==> src/rtl/seq_pkg.sv <==
// seq_pkg: shared definitions for the seq_tx serial frame transmitter.
//   seq_state_t  - transmitter FSM state encoding
//   SYNC_DEFAULT - default 4-bit frame header
//   SYNC_LEN     - header length in bits
//   frame_len()  - total frame length for a given payload width
package seq_pkg;

  typedef enum logic [1:0] {
    ST_IDLE   = 2'd0,
    ST_SYNC   = 2'd1,
    ST_DATA   = 2'd2,
    ST_PARITY = 2'd3
  } seq_state_t;

  localparam logic [3:0] SYNC_DEFAULT = 4'b1101;
  localparam int         SYNC_LEN     = 4;

  // header + payload + one parity bit
  function automatic int frame_len(input int data_w);
    return SYNC_LEN + data_w + 1;
  endfunction

endpackage

==> src/rtl/seq_tx_shreg.sv <==
// seq_tx_shreg: payload shift register with running even parity.
// Ports:
//   clk      - clock, rising edge
//   rst      - asynchronous active-high reset (clears word and parity)
//   i_load   - capture i_data, clear running parity
//   i_shift  - shift word left by one, fold outgoing MSB into parity
//   i_data   - payload word to capture
//   o_msb    - bit that will go out on the next shift
//   o_parity - XOR of all bits shifted out since the last load
module seq_tx_shreg #(
  parameter int DATA_W = 8
) (
  input  logic              clk,
  input  logic              rst,
  input  logic              i_load,
  input  logic              i_shift,
  input  logic [DATA_W-1:0] i_data,
  output logic              o_msb,
  output logic              o_parity
);

  logic [DATA_W-1:0] r_word;
  logic              r_par;

  always_ff @(posedge clk or posedge rst) begin
    if (rst) begin
      r_word <= '0;
      r_par  <= 1'b0;
    end else if (i_load) begin
      r_word <= i_data;
      r_par  <= 1'b0;
    end else if (i_shift) begin
      r_word <= r_word << 1;
      r_par  <= r_par ^ r_word[DATA_W-1];
    end
  end

  assign o_msb    = r_word[DATA_W-1];
  assign o_parity = r_par;

endmodule

==> src/rtl/seq_tx.sv <==
// seq_tx: serial frame transmitter. Each accepted word goes out as
// SYNC[3:0], payload MSB first, then an even-parity bit, one bit per clk.
// Ports:
//   clk        - clock, rising edge
//   rst        - asynchronous active-high reset, aborts any frame in flight
//   data_in    - payload word offered for transmission
//   data_valid - data_in holds a word to send
//   data_ready - block accepts a word this cycle (IDLE or PARITY)
//   dout       - registered serial line
//   dout_en    - high while dout carries a frame bit
//   frame_done - one-cycle pulse coincident with the parity bit
//
// state     | meaning
// ST_IDLE   | line idle, ready for a word
// ST_SYNC   | sending header bits, r_cnt = header bit index
// ST_DATA   | sending payload bits, r_cnt = payload bit index
// ST_PARITY | sending parity bit, ready for the next word
module seq_tx
  import seq_pkg::*;
#(
  parameter int         DATA_W   = 8,
  parameter logic [3:0] SYNC     = SYNC_DEFAULT,
  parameter logic       IDLE_BIT = 1'b0
) (
  input  logic              clk,
  input  logic              rst,
  input  logic [DATA_W-1:0] data_in,
  input  logic              data_valid,
  output logic              data_ready,
  output logic              dout,
  output logic              dout_en,
  output logic              frame_done
);

  localparam int CNT_MAX = (DATA_W > SYNC_LEN) ? DATA_W : SYNC_LEN;
  localparam int CNT_W   = $clog2(CNT_MAX);

  localparam logic [CNT_W-1:0] SYNC_LAST = CNT_W'(SYNC_LEN - 1);
  localparam logic [CNT_W-1:0] DATA_LAST = CNT_W'(DATA_W - 1);

  seq_state_t       r_state;
  logic [CNT_W-1:0] r_cnt;
  logic             r_dout;
  logic             r_dout_en;
  logic             r_done;

  logic w_ready;
  logic w_hs;
  logic w_shift;
  logic w_msb;
  logic w_par;
  logic w_sync_next;

  // Ready is forced low during reset so no handshake can be seen then.
  assign w_ready = !rst && ((r_state == ST_IDLE) || (r_state == ST_PARITY));
  assign w_hs    = w_ready && data_valid;

  // A payload bit leaves the shift register on every edge that puts one on
  // dout: the SYNC->DATA edge and every DATA edge except the last.
  assign w_shift = ((r_state == ST_SYNC) && (r_cnt == SYNC_LAST)) ||
                   ((r_state == ST_DATA) && (r_cnt != DATA_LAST));

  // next header bit while walking SYNC[3] down to SYNC[0]
  assign w_sync_next = SYNC[2'd2 - r_cnt[1:0]];

  seq_tx_shreg #(
    .DATA_W (DATA_W)
  ) u_shreg (
    .clk      (clk),
    .rst      (rst),
    .i_load   (w_hs),
    .i_shift  (w_shift),
    .i_data   (data_in),
    .o_msb    (w_msb),
    .o_parity (w_par)
  );

  always_ff @(posedge clk or posedge rst) begin
    if (rst) begin
      r_state   <= ST_IDLE;
      r_cnt     <= '0;
      r_dout    <= IDLE_BIT;
      r_dout_en <= 1'b0;
      r_done    <= 1'b0;
    end else begin
      r_done <= 1'b0;
      case (r_state)
        ST_IDLE: begin
          r_cnt <= '0;
          if (w_hs) begin
            r_state   <= ST_SYNC;
            r_dout    <= SYNC[3];
            r_dout_en <= 1'b1;
          end else begin
            r_dout    <= IDLE_BIT;
            r_dout_en <= 1'b0;
          end
        end
        ST_SYNC: begin
          if (r_cnt == SYNC_LAST) begin
            r_state <= ST_DATA;
            r_cnt   <= '0;
            r_dout  <= w_msb;
          end else begin
            r_cnt  <= r_cnt + 1'b1;
            r_dout <= w_sync_next;
          end
        end
        ST_DATA: begin
          if (r_cnt == DATA_LAST) begin
            r_state <= ST_PARITY;
            r_cnt   <= '0;
            r_dout  <= w_par;
            r_done  <= 1'b1;
          end else begin
            r_cnt  <= r_cnt + 1'b1;
            r_dout <= w_msb;
          end
        end
        ST_PARITY: begin
          r_cnt <= '0;
          if (w_hs) begin
            r_state   <= ST_SYNC;
            r_dout    <= SYNC[3];
            r_dout_en <= 1'b1;
          end else begin
            r_state   <= ST_IDLE;
            r_dout    <= IDLE_BIT;
            r_dout_en <= 1'b0;
          end
        end
        default: begin
          r_state   <= ST_IDLE;
          r_cnt     <= '0;
          r_dout    <= IDLE_BIT;
          r_dout_en <= 1'b0;
        end
      endcase
    end
  end

  assign data_ready = w_ready;
  assign dout       = r_dout;
  assign dout_en    = r_dout_en;
  assign frame_done = r_done;

endmodule

==> config.mk <==
export PLATFORM = sky130hd
export DESIGN_NAME = seq_tx
export DESIGN_NICKNAME = d
export VERILOG_FILES = /design/src/rtl/seq_pkg.sv /design/src/rtl/seq_tx_shreg.sv /design/src/rtl/seq_tx.sv
export SDC_FILE = /design/constraint.sdc
export NUM_CORES = 1
export LEC_CHECK = 0
export CORE_UTILIZATION = 51
export DETAILED_ROUTE_END_ITERATION = 10
export PLACE_DENSITY_LB_ADDON = 0.15
export SETUP_SLACK_MARGIN = 0.5
export SLEW_MARGIN = 15
export SYNTH_ARGS = -nofsm -noshare
export SYNTH_HDL_FRONTEND = slang
export SYNTH_SLANG_ARGS = --single-unit
==> constraint.sdc <==
create_clock -name clk -period 2.28 [get_ports clk]
set_input_delay 0.684 -clock clk [delete_from_list [all_inputs] [get_ports clk]]
set_output_delay 0.684 -clock clk [all_outputs]
set_load 0.02 [all_outputs]
==> flow_summary.ini, run 1 <==
[power_and_ir_drop]
share_comb_of_total_power_pct = 55.2
ir_drop_v = 0.000788
p_leak_nw = 0.579
p_switching_mw = 0.552
p_int_mw = 0.903
power_frac_seq_pct = 33.9
clock_power_share_pct = 10.8
p_total_mw = 1.45
power_density_nw_per_um2 = 1200
p_sw_share_pct = 37.9

[placed_design]
portBuffers = 14
hpwl_um = 1210
gp_congestion = 0.761

[status]
status = finished clean

[floorplanning]
core-area_sq_um = 1730
io_pins = 15
die_h_um = 45.0
initial_utilization_pct = 54.7
die-area_sq_um = 2030
die_w_um = 45.0
rows = 15

[critical_path]
worstSetupPathType = reg2out
crit_fanout = 4
endpoint_kind = output port
start_kind = flop
worstPathArrival_ps = 1220
cp.required_ps = 1600

[detailed_routing]
vias = 698
finalWirelength_um = 1640
vias_per_cell = 4.88
first_pass_iters = 4
ant_nets = 0
drt-initial-drc-count = 4
drt-wirelength-per-cell_um = 11.5
route.detailed.drc = 0

[logic_synthesis]
yosys_register_bits = 17
ys_top_cells_by_area = dfrtp_1 45%, ha_1 13%, mux2i_1 7.4%
syn_avg_cell_area_sq_um = 10.0
seq_area_frac_synth_pct = 45.0
synth_top_area_share_pct = 45.0
synthesis.nets = 115
synth_edf_count = 0
synth_warnings = 0
netlist_instances = 94
synth_top_cell_by_area = dfrtp_1
synthDistinctLibCells = 27
synthFlopType = dfrtp_1
synth_most_common_cell = dfrtp_1
synth_area_sq_um = 945
async_reset_ff_share_pct = 100
synth_common_cells = 17 x dfrtp_1, 13 x nand2_1, 10 x ha_1, 9 x o21ai_0

[grt]
gr-total-overflow = 0
grt_max_degree = 13
grt_use_total_pct = 18.5
grt_pass1_vias = 668
grt_pass1_wl_um = 2720
grt_antenna_before_repair = 0

[run]
maxCapViolCount = 0

[clocking]
clkSlewWorstSetupHoldPaths_ps = 90
clk-insertion-delay-late_ps = 280
cts_tree = done
clkSinkCount = 17
htreeDepth = 1
numCtsBuffers = 3
clk_root_buffer_cell = clkbuf_4
cts_buffer_depth = 2

[timing]
worst_slew_pin_slew_ps = 394
skew_ps = 1.54
relSlewSlack_pct = 73.6
setup_viol = 0
final.min_clock_period_ps = 1910
hold_violations = 0
max_freq_ghz = 0.524
fin_tns_setup_ps = 0
rsz0062_at_grt = yes
fin_crit_sh_pct = 83.7
final_max_slew_viol_count = 0

[layout]
n_antenna_cell = 0
synthToLayoutAreaGrowth_pct = 28.5
layout-drive-gt1-share_pct = 19.5
finalNetCount = 140
post-route-util_pct = 70.3

[hold_path]
hp-class = reg2reg
==> final timing paths <==
path,start,to,slack (ps),depth (start not counted)
worst max register to register,r_state[0],r_state[0],570,7
min in group asynchronous,rst,r_state[1],620,3
worst min-delay path,r_cnt[0],r_cnt[0],480,1
worst max-delay path,r_state[0],data_ready,370,4
max in group asynchronous,rst,u_shreg.r_word[0],1230,4
worst min register to register,r_cnt[0],r_cnt[0],480,1
==> routing by layer <==
layer	global-route usage [%]	up-vias	part of all wire, %	wire length [um]
met4	5.45	0	0.85	14
met3	3.60	2	3.1	51
met2	31.3	12	49	810
met5	0	-	0	0
met1	23.8	321	47	764
li1	-	363	-	-
==> worst max-delay path: stages, from the launching register on <==
cell and delay [ps]:
dfrtp_1 410, inv_2 90, ha_4 220, nor2_4 100, buf_6 120
==> power by group through the flow <==
stage | clock [mW] | sequential, mW | combinational, mW
global route | 0.175 | 0.506 | 0.901
floorplan | 0 | 0.510 | 0.504
finish | 0.157 | 0.493 | 0.803
detailed placement | 0 | 0.503 | 0.690
global placement | 0 | 0.497 | 0.665
CTS | 0.159 | 0.494 | 0.759
==> layout by cell type (no fill, tap or decap), types with 2 or more instances in the layout <==
cell type         n
a21oi_1           3
and2_1            3
buf_4             9
clkbuf_4          3
clkdlybuf4s50_1   9
dfrtp_1          17
dlygate4sd2_1     4
ha_1              9
inv_1             5
inv_2             2
mux2i_1           7
nand2_1          13
nor2_1            4
o21ai_0           9
o21ai_1           2
==> cells by family after synthesis <==
family / count (synthesis) / synth area share [%]
AND/OR/NAND/NOR: 30 / 16.3
AO/OA/AOI/OAI: 18 / 10.6
flip-flops: 17 / 45.0
buffers and inverters: 10 / 5.30
adder cells (fa/ha/maj): 10 / 13.2
multiplexers: 8 / 8.61
XOR/XNOR: 1 / 0.927
==> repair_timing <==
| action | 4_1_cts | 5_1_grt |
|---|---|---|
| setup endpoints to repair | 14 | 4 |
| setup buffers | 1 | 3 |
| hold buffers | 0 | 0 |
| gates resized for setup | 15 | 1 |
| gates cloned | 0 | 0 |
| pin swaps | 1 | 0 |
==> per-stage QoR <==
| stage | area (sq um) | hold WS, ps | std cells | worst slack (ps) |
|---|---|---|---|---|
| after floorplan | 947 | 439 | 94 | 503 |
| after global placement | 1140 | 449 | 135 | -223 |
| after detailed placement | 1140 | 461 | 135 | -239 |
| after CTS | 1190 | 480 | 140 | 375 |
| after global routing | 1210 | 507 | 143 | 325 |
| final | 1210 | 478 | 143 | 371 |
==> state kept, by name, indices dropped and copies added, names as in the netlist <==
signal and count:
u_shreg.o_parity 1, r_cnt 3, r_state 2, dout 1, u_shreg.r_word 8, dout_en 1, frame_done 1
==> layout make-up <==
cell class | count | area [sq um]
clock buffers | 4 | 26.3
fillers | 153 | 513
inverters | 7 | 26.3
multi-input cells | 67 | 500
flip-flops and latches | 17 | 425
well taps | 25 | 31.3
repair buffers | 23 | 204
Power figures use the tool's default switching activity.
==> inputs of run 2 (changes only) <==
CORE_UTILIZATION = 46   (was 51)
clock period = 1.55 ns   (was 2.28 ns; I/O delays follow)
==> flow_summary.ini, run 2 (synthesis results as in run 1) <==
[critical_path]
r2r_setup_slack_ps = -120
worstPathArrival_ps = 1250
timing.rr.end = r_state[0]
rr_worst_depth = 7
worstSetupPathType = reg2out
r2r_start = r_state[0]
start_kind = flop
endpoint_kind = output port
crit_fanout = 2
cp.required_ps = 1080

[placed_design]
place_area_sq_um = 1280
hpwl_um = 1340
portBuffers = 14
gp_congestion = 0.737
post-place-ws_ps = -564

[grt]
grt_pass1_vias = 719
grt_max_degree = 18
grt_use_total_pct = 20.8
grt_antenna_before_repair = 0
gr-total-overflow = 0
grt_pass1_wl_um = 3080

[power_and_ir_drop]
ir_drop_v = 0.00137
clock_power_share_pct = 9.2
share_comb_of_total_power_pct = 61.8
p_leak_nw = 0.640
p_sw_share_pct = 38.1
power_density_nw_per_um2 = 1810
p_int_mw = 1.59
p_switching_mw = 0.981
power_frac_seq_pct = 29.0

[status]
status = complete, but fails checks
violations = negative setup slack

[hold_path]
holdPathStages = 1
hp-class = reg2reg
worstHoldStart = u_shreg.r_word[0]
hold_end = u_shreg.r_word[0]

[floorplanning]
rows = 16
io_pins = 15
core-area_sq_um = 1940
die-area_sq_um = 2240
die_h_um = 47.3
die_w_um = 47.3
initial_utilization_pct = 48.6

[layout]
post-route-util_pct = 73.3
layout-drive-gt1-share_pct = 35.2
regArea_sq_um = 425
n_antenna_cell = 0
final_common_cell = dfrtp_1
largest_reg_flops = 8
fillerInstances = 146
synthToLayoutAreaGrowth_pct = 50.7
regMostFlops = u_shreg.r_word
biggestRegsByFlops = u_shreg.r_word x8, r_cnt x3, r_state x2
finalNetCount = 150
final_cell_area_sq_um = 1420
multi_input_area_sq_um = 601
layout_common_cells = 17 x dfrtp_1, 15 x buf_4, 13 x nand2_1

[run]
maxCapViolCount = 0

[clocking]
postCtsHoldBufs = 0
clkSinkCount = 17
clk-insertion-delay-late_ps = 290
numCtsBuffers = 3
htreeDepth = 1
clk_root_buffer_cell = clkbuf_4
cts_buffer_depth = 2
clkSlewWorstSetupHoldPaths_ps = 100
cts_tree = done

[detailed_routing]
first_pass_iters = 4
ant_nets = 0
drt-wirelength-per-cell_um = 13.2
drt-initial-drc-count = 18
route.detailed.drc = 0
vias_per_cell = 4.97
vias = 770
finalWirelength_um = 2040

[timing]
worst_slew_pin_slew_ps = 261
fin_crit_sh_pct = 111
skew_ps = 9.06
rsz0062_at_grt = yes
setup_viol = 13
relSlewSlack_pct = 82.5
final_max_slew_viol_count = 0
hold_violations = 0
final.min_clock_period_ps = 1710
worst_slack_ps = -164
max_freq_ghz = 0.584
hold-worst-slack_ps = 539
## run 2: worst max-delay path: stages, from the launching register on
cell     delay (ps)
dfrtp_1         430
inv_2           100
ha_4            210
nor2_4           90
buf_6           120
## run 2: worst max-delay path by stage
stage / depth (start not counted) / start / to / slack, ps
after CTS: 4 / r_state[0] / data_ready / -150
after global routing: 4 / r_state[0] / data_ready / -200
after floorplan: 6 / r_state[0] / r_state[1] / 10
final: 4 / r_state[0] / data_ready / -160
after global placement: 3 / rst / data_ready / -560
after detailed placement: 3 / rst / data_ready / -560
## run 2: power by group through the flow
| stage | clock network, mW | logic (mW) | registers (mW) |
|---|---|---|---|
| after global routing | 0.269 | 1.74 | 0.763 |
| after global placement | 0 | 1.26 | 0.736 |
| after detailed placement | 0 | 1.30 | 0.744 |
| final | 0.236 | 1.59 | 0.747 |
| after CTS | 0.250 | 1.57 | 0.741 |
| after floorplan | 0 | 0.866 | 0.763 |
## run 2: metrics by stage
| step | cells | setup TNS [ps] | power, mW |
|---|---|---|---|
| global placement | 145 | -3080 | 1.99 |
| detailed placement | 145 | -3410 | 2.04 |
| global route | 155 | -1850 | 2.77 |
| CTS | 155 | -1030 | 2.57 |
| floorplan | 94 | 0 | 1.63 |
| finish | 155 | -1260 | 2.58 |
## run 2: layer usage
layer	share of wire [%]	wire length, um	vias to the layer above	track usage [%]
li1	-	-	382	-
met1	40	819	364	22.4
met2	53	1090	16	36.7
met3	3.5	72	8	4.23
met4	3.1	63	0	13.1
met5	0	0	-	0
## run 2: timing repair
item | in CTS | in global routing
pin swaps | 7 | 2
buffers inserted | 6 | 0
resized for setup | 39 | 2
endpoints found under the setup margin | 21 | 21
## run 2: area by class of cell
class,count,area share (%)
Clock buffer,4,1.85
Inverter,7,1.85
Timing Repair Buffer,33,21.9
Sequential cell,17,29.9
Multi-Input combinational cell,67,42.2
Tap cell,27,2.37
